`config.mk`:
```
export PLATFORM = sky130hd
export DESIGN_NAME = spi_tx_queue
export DESIGN_NICKNAME = d
export VERILOG_FILES = /design/src/rtl/spi_tx_queue_pkg.sv /design/src/rtl/spi_tx_queue_fifo.sv /design/src/rtl/spi_tx_queue.sv
export SDC_FILE = /design/constraint.sdc
export NUM_CORES = 1
export LEC_CHECK = 0
export BUFFER_PORTS_ARGS = -buffer_cell sky130_fd_sc_hd__buf_2
export CORE_UTILIZATION = 29
export DETAILED_ROUTE_END_ITERATION = 10
export HOLD_SLACK_MARGIN = 0.02
export MAX_ROUTING_LAYER = met4
export SLEW_MARGIN = 10
export SYNTH_ARGS = -nofsm -noshare
export SYNTH_HDL_FRONTEND = slang
export SYNTH_SLANG_ARGS = --single-unit
```
`constraint.sdc`:
```
create_clock -name clk -period 4.9 [get_ports clk]
set_input_delay 0.98 -clock clk [delete_from_list [all_inputs] [get_ports clk]]
set_output_delay 0.98 -clock clk [all_outputs]
set_load 0.05 [all_outputs]
```
`src/rtl/spi_tx_queue_pkg.sv`:
```
// rtl/spi_tx_queue_pkg.sv - shared defaults and FSM encoding for the SPI transmit queue
//
// Holds the byte width, timing defaults and FSM state encoding that the
// queue shares with the SPI master it feeds.
package spi_tx_queue_pkg;

    localparam int SPI_DATA_WIDTH = 8;
    localparam int SPI_GAP_CYCLES = 2;
    localparam int SPI_TIMEOUT    = 1023;

    // 2-bit FSM state encoding
    localparam logic [1:0] ST_IDLE      = 2'd0;
    localparam logic [1:0] ST_LOAD      = 2'd1;
    localparam logic [1:0] ST_WAIT_DONE = 2'd2;
    localparam logic [1:0] ST_GAP       = 2'd3;

endpackage

```
`src/rtl/spi_tx_queue_fifo.sv`:
```
// rtl/spi_tx_queue_fifo.sv - synchronous circular-buffer FIFO used by the SPI transmit queue
//
// Ports:
//   clk, rst_n         clock, asynchronous active-low reset
//   push, push_data    write request and data (ignored while full)
//   pop                read request (ignored while empty)
//   head_data          entry at the read pointer
//   full, empty        occupancy flags, derived from the registered level
//   level              current occupancy, 0..DEPTH
module spi_sync_fifo #(
    parameter int DATA_WIDTH = 8,
    parameter int DEPTH      = 4
) (
    input  logic                     clk,
    input  logic                     rst_n,
    input  logic                     push,
    input  logic [DATA_WIDTH-1:0]    push_data,
    input  logic                     pop,
    output logic [DATA_WIDTH-1:0]    head_data,
    output logic                     full,
    output logic                     empty,
    output logic [$clog2(DEPTH):0]   level
);

    localparam int AW = $clog2(DEPTH);
    localparam int LW = AW + 1;

    logic [AW-1:0]         wr_ptr_q, wr_ptr_d;
    logic [AW-1:0]         rd_ptr_q, rd_ptr_d;
    logic [LW-1:0]         level_q, level_d;
    logic [DATA_WIDTH-1:0] mem_q [DEPTH];
    logic                  do_push;
    logic                  do_pop;

    assign full      = (level_q == LW'(DEPTH));
    assign empty     = (level_q == '0);
    assign do_push   = push && !full;
    assign do_pop    = pop && !empty;
    assign head_data = mem_q[rd_ptr_q];
    assign level     = level_q;

    // DEPTH is a power of two, so the pointers wrap by natural overflow.
    always_comb begin
        wr_ptr_d = wr_ptr_q;
        rd_ptr_d = rd_ptr_q;
        level_d  = level_q;
        if (do_push) wr_ptr_d = wr_ptr_q + AW'(1);
        if (do_pop)  rd_ptr_d = rd_ptr_q + AW'(1);
        case ({do_push, do_pop})
            2'b10:   level_d = level_q + LW'(1);
            2'b01:   level_d = level_q - LW'(1);
            default: level_d = level_q;
        endcase
    end

    always_ff @(posedge clk or negedge rst_n) begin
        if (!rst_n) begin
            wr_ptr_q <= '0;
            rd_ptr_q <= '0;
            level_q  <= '0;
        end else begin
            wr_ptr_q <= wr_ptr_d;
            rd_ptr_q <= rd_ptr_d;
            level_q  <= level_d;
        end
    end

    // Storage carries no reset; stale entries are unreachable once level is 0.
    always_ff @(posedge clk) begin
        if (do_push) mem_q[wr_ptr_q] <= push_data;
    end

endmodule

```
`src/rtl/spi_tx_queue.sv`:
```
// rtl/spi_tx_queue.sv - byte queue that paces transfers into an SPI master
//
// Ports:
//   clk, rst_n             clock, asynchronous active-low reset
//   in_data/in_valid/      byte input; a push happens when in_valid and
//   in_ready               in_ready are high at a rising edge
//   m_start, m_data        one-cycle start pulse and byte for the master
//   m_done                 master completion pulse
//   busy                   FSM active or bytes still queued
//   level                  queue occupancy
//   timeout_err            one-cycle pulse when a transfer is abandoned
module spi_tx_queue
    import spi_tx_queue_pkg::*;
#(
    parameter int DATA_WIDTH = SPI_DATA_WIDTH,
    parameter int DEPTH      = 4,
    parameter int GAP_CYCLES = SPI_GAP_CYCLES,
    parameter int TIMEOUT    = SPI_TIMEOUT
) (
    input  logic                   clk,
    input  logic                   rst_n,
    input  logic [DATA_WIDTH-1:0]  in_data,
    input  logic                   in_valid,
    output logic                   in_ready,
    output logic                   m_start,
    output logic [DATA_WIDTH-1:0]  m_data,
    input  logic                   m_done,
    output logic                   busy,
    output logic [$clog2(DEPTH):0] level,
    output logic                   timeout_err
);

    localparam int WD_W = (TIMEOUT >= 1) ? $clog2(TIMEOUT + 1) : 1;
    localparam int GP_W = (GAP_CYCLES >= 1) ? $clog2(GAP_CYCLES + 1) : 1;
    localparam logic [WD_W-1:0] WD_MAX   = WD_W'(TIMEOUT);
    // A zero gap still spends one cycle in GAP so the FSM stays simple.
    localparam logic [GP_W-1:0] GAP_LAST = GP_W'((GAP_CYCLES >= 1) ? GAP_CYCLES - 1 : 0);

    logic [1:0]            state_q, state_d;
    logic [WD_W-1:0]       wd_q, wd_d;
    logic [GP_W-1:0]       gap_q, gap_d;
    logic [DATA_WIDTH-1:0] m_data_q, m_data_d;
    logic                  fifo_pop;
    logic                  timeout_hit;
    logic [DATA_WIDTH-1:0] fifo_head;
    logic                  fifo_full;
    logic                  fifo_empty;

    spi_sync_fifo #(
        .DATA_WIDTH (DATA_WIDTH),
        .DEPTH      (DEPTH)
    ) u_fifo (
        .clk        (clk),
        .rst_n      (rst_n),
        .push       (in_valid),
        .push_data  (in_data),
        .pop        (fifo_pop),
        .head_data  (fifo_head),
        .full       (fifo_full),
        .empty      (fifo_empty),
        .level      (level)
    );

    always_comb begin
        state_d     = state_q;
        wd_d        = wd_q;
        gap_d       = gap_q;
        m_data_d    = m_data_q;
        fifo_pop    = 1'b0;
        timeout_hit = 1'b0;
        case (state_q)
            ST_IDLE: begin
                // Capture the head on the way into LOAD so m_data is stable
                // for the whole start cycle.
                if (!fifo_empty) begin
                    state_d  = ST_LOAD;
                    m_data_d = fifo_head;
                end
            end
            ST_LOAD: begin
                state_d = ST_WAIT_DONE;
                wd_d    = '0;
            end
            ST_WAIT_DONE: begin
                // The byte stays queued until the master finishes or the
                // watchdog gives up; either way it is then dropped.
                if (m_done) begin
                    fifo_pop = 1'b1;
                    state_d  = ST_GAP;
                    gap_d    = '0;
                end else if (wd_q == WD_MAX) begin
                    fifo_pop    = 1'b1;
                    timeout_hit = 1'b1;
                    state_d     = ST_GAP;
                    gap_d       = '0;
                end else begin
                    wd_d = wd_q + WD_W'(1);
                end
            end
            default: begin
                if (gap_q == GAP_LAST) state_d = ST_IDLE;
                else                   gap_d   = gap_q + GP_W'(1);
            end
        endcase
    end

    always_ff @(posedge clk or negedge rst_n) begin
        if (!rst_n) begin
            state_q  <= ST_IDLE;
            wd_q     <= '0;
            gap_q    <= '0;
            m_data_q <= '0;
        end else begin
            state_q  <= state_d;
            wd_q     <= wd_d;
            gap_q    <= gap_d;
            m_data_q <= m_data_d;
        end
    end

    assign in_ready    = !fifo_full;
    assign m_start     = (state_q == ST_LOAD);
    assign m_data      = m_data_q;
    assign busy        = (state_q != ST_IDLE) || !fifo_empty;
    assign timeout_err = timeout_hit;

endmodule

```
### Word level (Yosys, flattened, before mapping)

Memories as Yosys holds them, arrays and structs flattened. A register that Yosys moved wholly into a read port is not among the register bits.
Cells that the tools add are included.
W data, S select, Z words.

* register bits after elaboration: 21
* bits in writable memories: 32
* input bits: 12
* memories kept: 1

* $add $sub $neg: 6
* eq/ne operators: 12
* mux-type cells: 20
* bitwise logic cells: 2
* reductions and logical operators: 17

Memory list
* u_fifo.mem_q: depth 4, width 8, read ports 1, clocked after Yosys merged registers in 1, wr ports 1, line spi_tx_queue_fifo.sv:31 `logic [DATA_WIDTH-1:0] mem_q [DEPTH];`

Operators by type and width (number)
* $mux W10: 2
* $pmux W10 S2: 1
* $mux W2: 7
* $add A10 B1 Y10 const B: 1
* $eq A10 B10 Y1 const B: 1
* $reduce_and A3 Y1: 3
* $mux W1: 7
* $add A2 B1 Y2 const B: 3
* $eq A2 B1 Y1 const B: 3
* $ne A2 B2 Y1 const B: 3
* $pmux W2 S3: 1
* $pmux W3 S2: 1
* $reduce_bool A2 Y1: 3
* $eq A2 B2 Y1 const B: 2
* $pmux W2 S2: 1
* $reduce_bool A4 Y1: 1
* $add A3 B1 Y3 const B: 1
* $eq A3 B3 Y1 const B: 1
* $logic_not A1 Y1: 3
* $logic_not A3 Y1: 1
* $ne A3 B3 Y1 const B: 1
* $sub A3 B1 Y3 const B: 1
* $logic_and A1 B1 Y1: 2
* $logic_not A2 Y1: 1
* 5 further kinds: 6

### Longest topological paths before layout

* word-level depth: 7
* mapped depth: 11
* gate-level depth less buffers: 10

### By module

From an unflattened synthesis, not the netlist that was laid out.

* cells, all modules: 207
* area, all modules: 2857.7 um^2

Modules (own cells, without submodules)
* spi_sync_fifo: instances 1, cells each 80, area each 1584.0 um^2, seq. area each 1136.1 um^2
* spi_tx_queue: instances 1, cells each 127, area each 1273.7 um^2, seq. area each 550.5 um^2

### Worst setup path before layout

No wires, ideal clock.

* path type: input to output
* start: input m_done
* end: output timeout_err
* arrival: 2.423 ns
* data required time: 3.920 ns
* slack: 1.497 ns
* stages on the path: 3
* buffers on the path: 0
* cells stage by stage: and2b_2 nand4_2 nor3_1

* cells in the longest elaborated chain, start to end: 2

RTL lines
* start: declaration: line spi_tx_queue.sv:27 `input logic m_done,`
* $mux W1: line spi_tx_queue.sv:87 `if (m_done) begin`
* $mux W1: line spi_tx_queue.sv:71 `case (state_q)`
* end: declaration: line spi_tx_queue.sv:30 `output logic timeout_err`

No other way between the ends.

### Worst setup path in the final report

* start: register state_q[0]
* end: output timeout_err

* cells in the longest elaborated chain, start to end: 2

RTL lines
* start: declaration: line spi_tx_queue.sv:39 `logic [1:0] state_q, state_d;`
* start signal: assignment: line spi_tx_queue.sv:114 `state_q <= state_d;`
* $eq A2 B2 Y1: line spi_tx_queue.sv:71
* $mux W1: line spi_tx_queue.sv:71

No other way between the ends.

==> impl_metrics.py <==
metrics = {
    "synthesis": {
        "yosys.area.top_type": "edfxtp_1",
        "syn-cell-area_sq_mm": 0.00279,
        "synth_common_cells": "edfxtp_1 (32), dfrtp_1 (29), nand2_1 (16)",
        "synthCells": 200,
        "synth_area_per_cell_sq_um": 14.0,
        "synth_edf_count": 32,
        "synth_top_cell_area_share_pct": 34.4,
        "ys.flop_type": "edfxtp_1",
        "ys_seq_elements": 61,
        "ys_types": 46,
        "seq_area_frac_synth_pct": 60.4,
        "synth.most_common_cell": "edfxtp_1",
        "syn-num-nets": 224,
        "synthArstFlopShare_pct": 47.5,
        "yosys_warnings": 0,
        "ys_top_cells_by_area": "edfxtp_1 (34%), dfrtp_1 (26%), mux4_2 (6.4%)",
    },
    "sta": {
        "period_share_pct": 64.4,
        "tightest_slew_ps": 711,
        "maxSlewHeadroom_pct": 52.6,
        "fin_crit_ps": 3150,
        "fin_ws_ps": 1750,
        "grt_setup_unrepaired": "no",
        "fin_tns_setup_ps": 0,
        "max_freq_ghz": 0.317,
        "hold_violations": 0,
        "fin_hold_ws_ps": 505,
        "drv_slew": 0,
        "skew_ps": 5.08,
        "setup_viol": 0,
    },
    "final_layout": {
        "finalNetCount": 255,
        "drive_gt1_share_pct": 27.5,
        "syn_to_final_growth_pct": 16.8,
        "multi_input_area_sq_mm": 0.00103,
        "fin_cells": 365,
        "regArea_sq_mm": 0.00169,
        "final.fill_count": 924,
        "fin_util_pct": 35.1,
        "final_area_sq_mm": 0.00326,
        "diodes": 0,
    },
    "worst_setup_path": {
        "slowest_stage": "ha_1",
        "worstSetupPathType": "reg -> out",
        "endpoint_kind": "primary output",
        "critPathMostFrequentCell": "inv_1",
        "critical_path_arrival_ps": 2170,
        "crit_fanout": 17,
        "critPathLaunchType": "register",
        "worstPathCellList": "inv_1 -> ha_1 -> inv_1 -> nor3_1 -> buf_2",
        "critPathRequiredTime_ps": 3920,
        "cp_slowest_stage_delay_ps": 540,
        "cp.depth": 5,
        "critPathBufInv": 3,
        "critPathTopFamily": "buffers and inverters",
        "reg2reg_depth": 10,
    },
    "clock_network": {
        "cts_sinks": 61,
        "clk_latency_ps": 330,
        "clockBufferDepth": 2,
        "post_cts_buffers": 0,
        "cts_made_buffers": 9,
        "root_buffer": "clkbuf_8",
        "clkTransAtPathRegs_ps": 60,
        "cts_hold_buf": 0,
        "htreeDepth": 3,
        "cts_tree": "built",
        "ctsResizeCount": 0,
    },
    "pwr": {
        "p_per_area_mw_per_mm2": 640,
        "power_frac_clock_pct": 21.4,
        "seqPwrFrac_pct": 38.4,
        "cellLeakagePower_nw": 1.30,
        "internal-power_mw": 1.26,
        "combPwrFrac_pct": 40.1,
        "p_sw_share_pct": 39.8,
        "peakVddDrop_mv": 0.294,
        "switchingPower_mw": 0.831,
        "total_power_mw": 2.09,
    },
    "hold_path": {
        "whs_path_depth": 1,
        "hold_class": "reg -> reg",
    },
    "placement": {
        "placement.cell_area_sq_mm": 0.00306,
        "hpwl_mm": 3.49,
        "io_buffer_count": 26,
        "dp_slack_ps": 1950,
        "dp.cells": 349,
        "gp_congestion": 0.758,
    },
    "routing": {
        "final_antenna_net_count": 0,
        "postRouteWirelength_mm": 5.18,
        "drtIter0Drc": 76,
        "wl_met2_mm": 2.41,
        "drc": 0,
        "wl_met1_mm": 2.48,
        "wl_per_cell_um": 14.2,
        "highest_layer": "met4",
        "met3_length_um": 213,
        "vias": 1726,
        "via_per_inst": 4.73,
        "dr.pass1.iters": 4,
    },
    "floorplanning": {
        "die_area_sq_mm": 0.0100,
        "rows": 35,
        "die_h_um": 100,
        "fp.dieW_um": 100,
        "core_sq_mm": 0.00928,
        "num_io_pins": 27,
        "start_util_pct": 30.1,
    },
    "grt": {
        "grt_max_degree": 30,
        "gr-usage-all-layers_pct": 12.2,
        "overflow": 0,
        "grt_pass1_vias": 1731,
        "antenna_found_initial": 0,
        "grt_pass1_wl_mm": 8.77,
    },
    "outcome": {
        "outcome": "finished, final reports clean",
    },
    "flow_run": {
        "max-cap-violations": 0,
    },
}
==> cell usage in the layout (no fill, tap or decap), types with 2 or more instances in the layout <==
| cell | instances |
|---|---|
| mux4_2 | 8 |
| o21ai_0 | 2 |
| nor2_1 | 5 |
| or3_1 | 2 |
| buf_2 | 26 |
| o221ai_1 | 2 |
| clkbuf_8 | 11 |
| xor2_1 | 4 |
| and3_1 | 7 |
| nor4_1 | 2 |
| o2bb2ai_1 | 2 |
| mux2_2 | 9 |
| dfrtp_1 | 29 |
| a21oi_1 | 5 |
| o31ai_1 | 3 |
| nand3_1 | 10 |
| edfxtp_1 | 32 |
| mux2i_1 | 2 |
| xnor2_1 | 2 |
| ha_1 | 11 |
| inv_1 | 13 |
| nor3_1 | 4 |
| o311ai_1 | 2 |
| nand2_1 | 16 |
| o311ai_0 | 2 |
==> registers in the layout, summed over array words and instances, names as in the netlist <==
register         count
u_fifo.rd_ptr_q      2
wd_q                10
state_q              2
gap_q                2
u_fifo.wr_ptr_q      2
m_data               8
u_fifo.level         3
u_fifo.mem_q        32
==> power by group through the flow <==
stage | clock network [mW] | registers (mW) | logic, mW
2_1_floorplan | 0 | 0.926 | 0.528
3_3_place_gp | 0 | 0.812 | 0.826
3_5_place_dp | 0 | 0.818 | 0.844
4_1_cts | 0.458 | 0.808 | 0.847
5_1_grt | 0.485 | 0.829 | 0.922
6_report | 0.447 | 0.802 | 0.837
==> path summary, 6_finish.rpt <==
kind / start / slack [ps] / end
worst max-delay path: state_q[0] / 1750 / timeout_err
worst min register to register: m_data[4] / 510 / m_data[4]
worst min-delay path: m_data[4] / 510 / m_data[4]
min in group asynchronous: rst_n / 700 / u_fifo.wr_ptr_q[0]
max in group asynchronous: rst_n / 3740 / wd_q[8]
worst max register to register: state_q[0] / 2090 / u_fifo.level[2]
==> final cells by class <==
type / instances / area share (%)
Sequential cell: 61 / 51.7
Multi-Input combinational cell: 120 / 31.7
Tap cell: 129 / 4.95
Clock buffer: 12 / 4.75
Timing Repair Buffer: 26 / 3.99
Inverter: 13 / 1.50
Clock inverter: 4 / 1.42
==> per-layer routing <==
layer  global-route usage, %  vias to the layer above
li1                        -                      825
met5                       -                        -
met2                    17.3                       39
met3                    2.58                        6
met1                    16.1                      856
met4                    6.69                        0
==> cell families after synthesis <==
logic type                 Yosys count  synth area share (%)
DFF                                 61                  60.4
buffers and inverters               19                  2.60
and+or+nand+nor                     55                  10.7
muxes                               19                  10.8
xor gates and xnor gates             6                  1.88
AOI/OAI and AO/OA                   28                  8.06
adders and majority gates           12                  5.64
No activity file was read; power rests on OpenSTA's default activity.
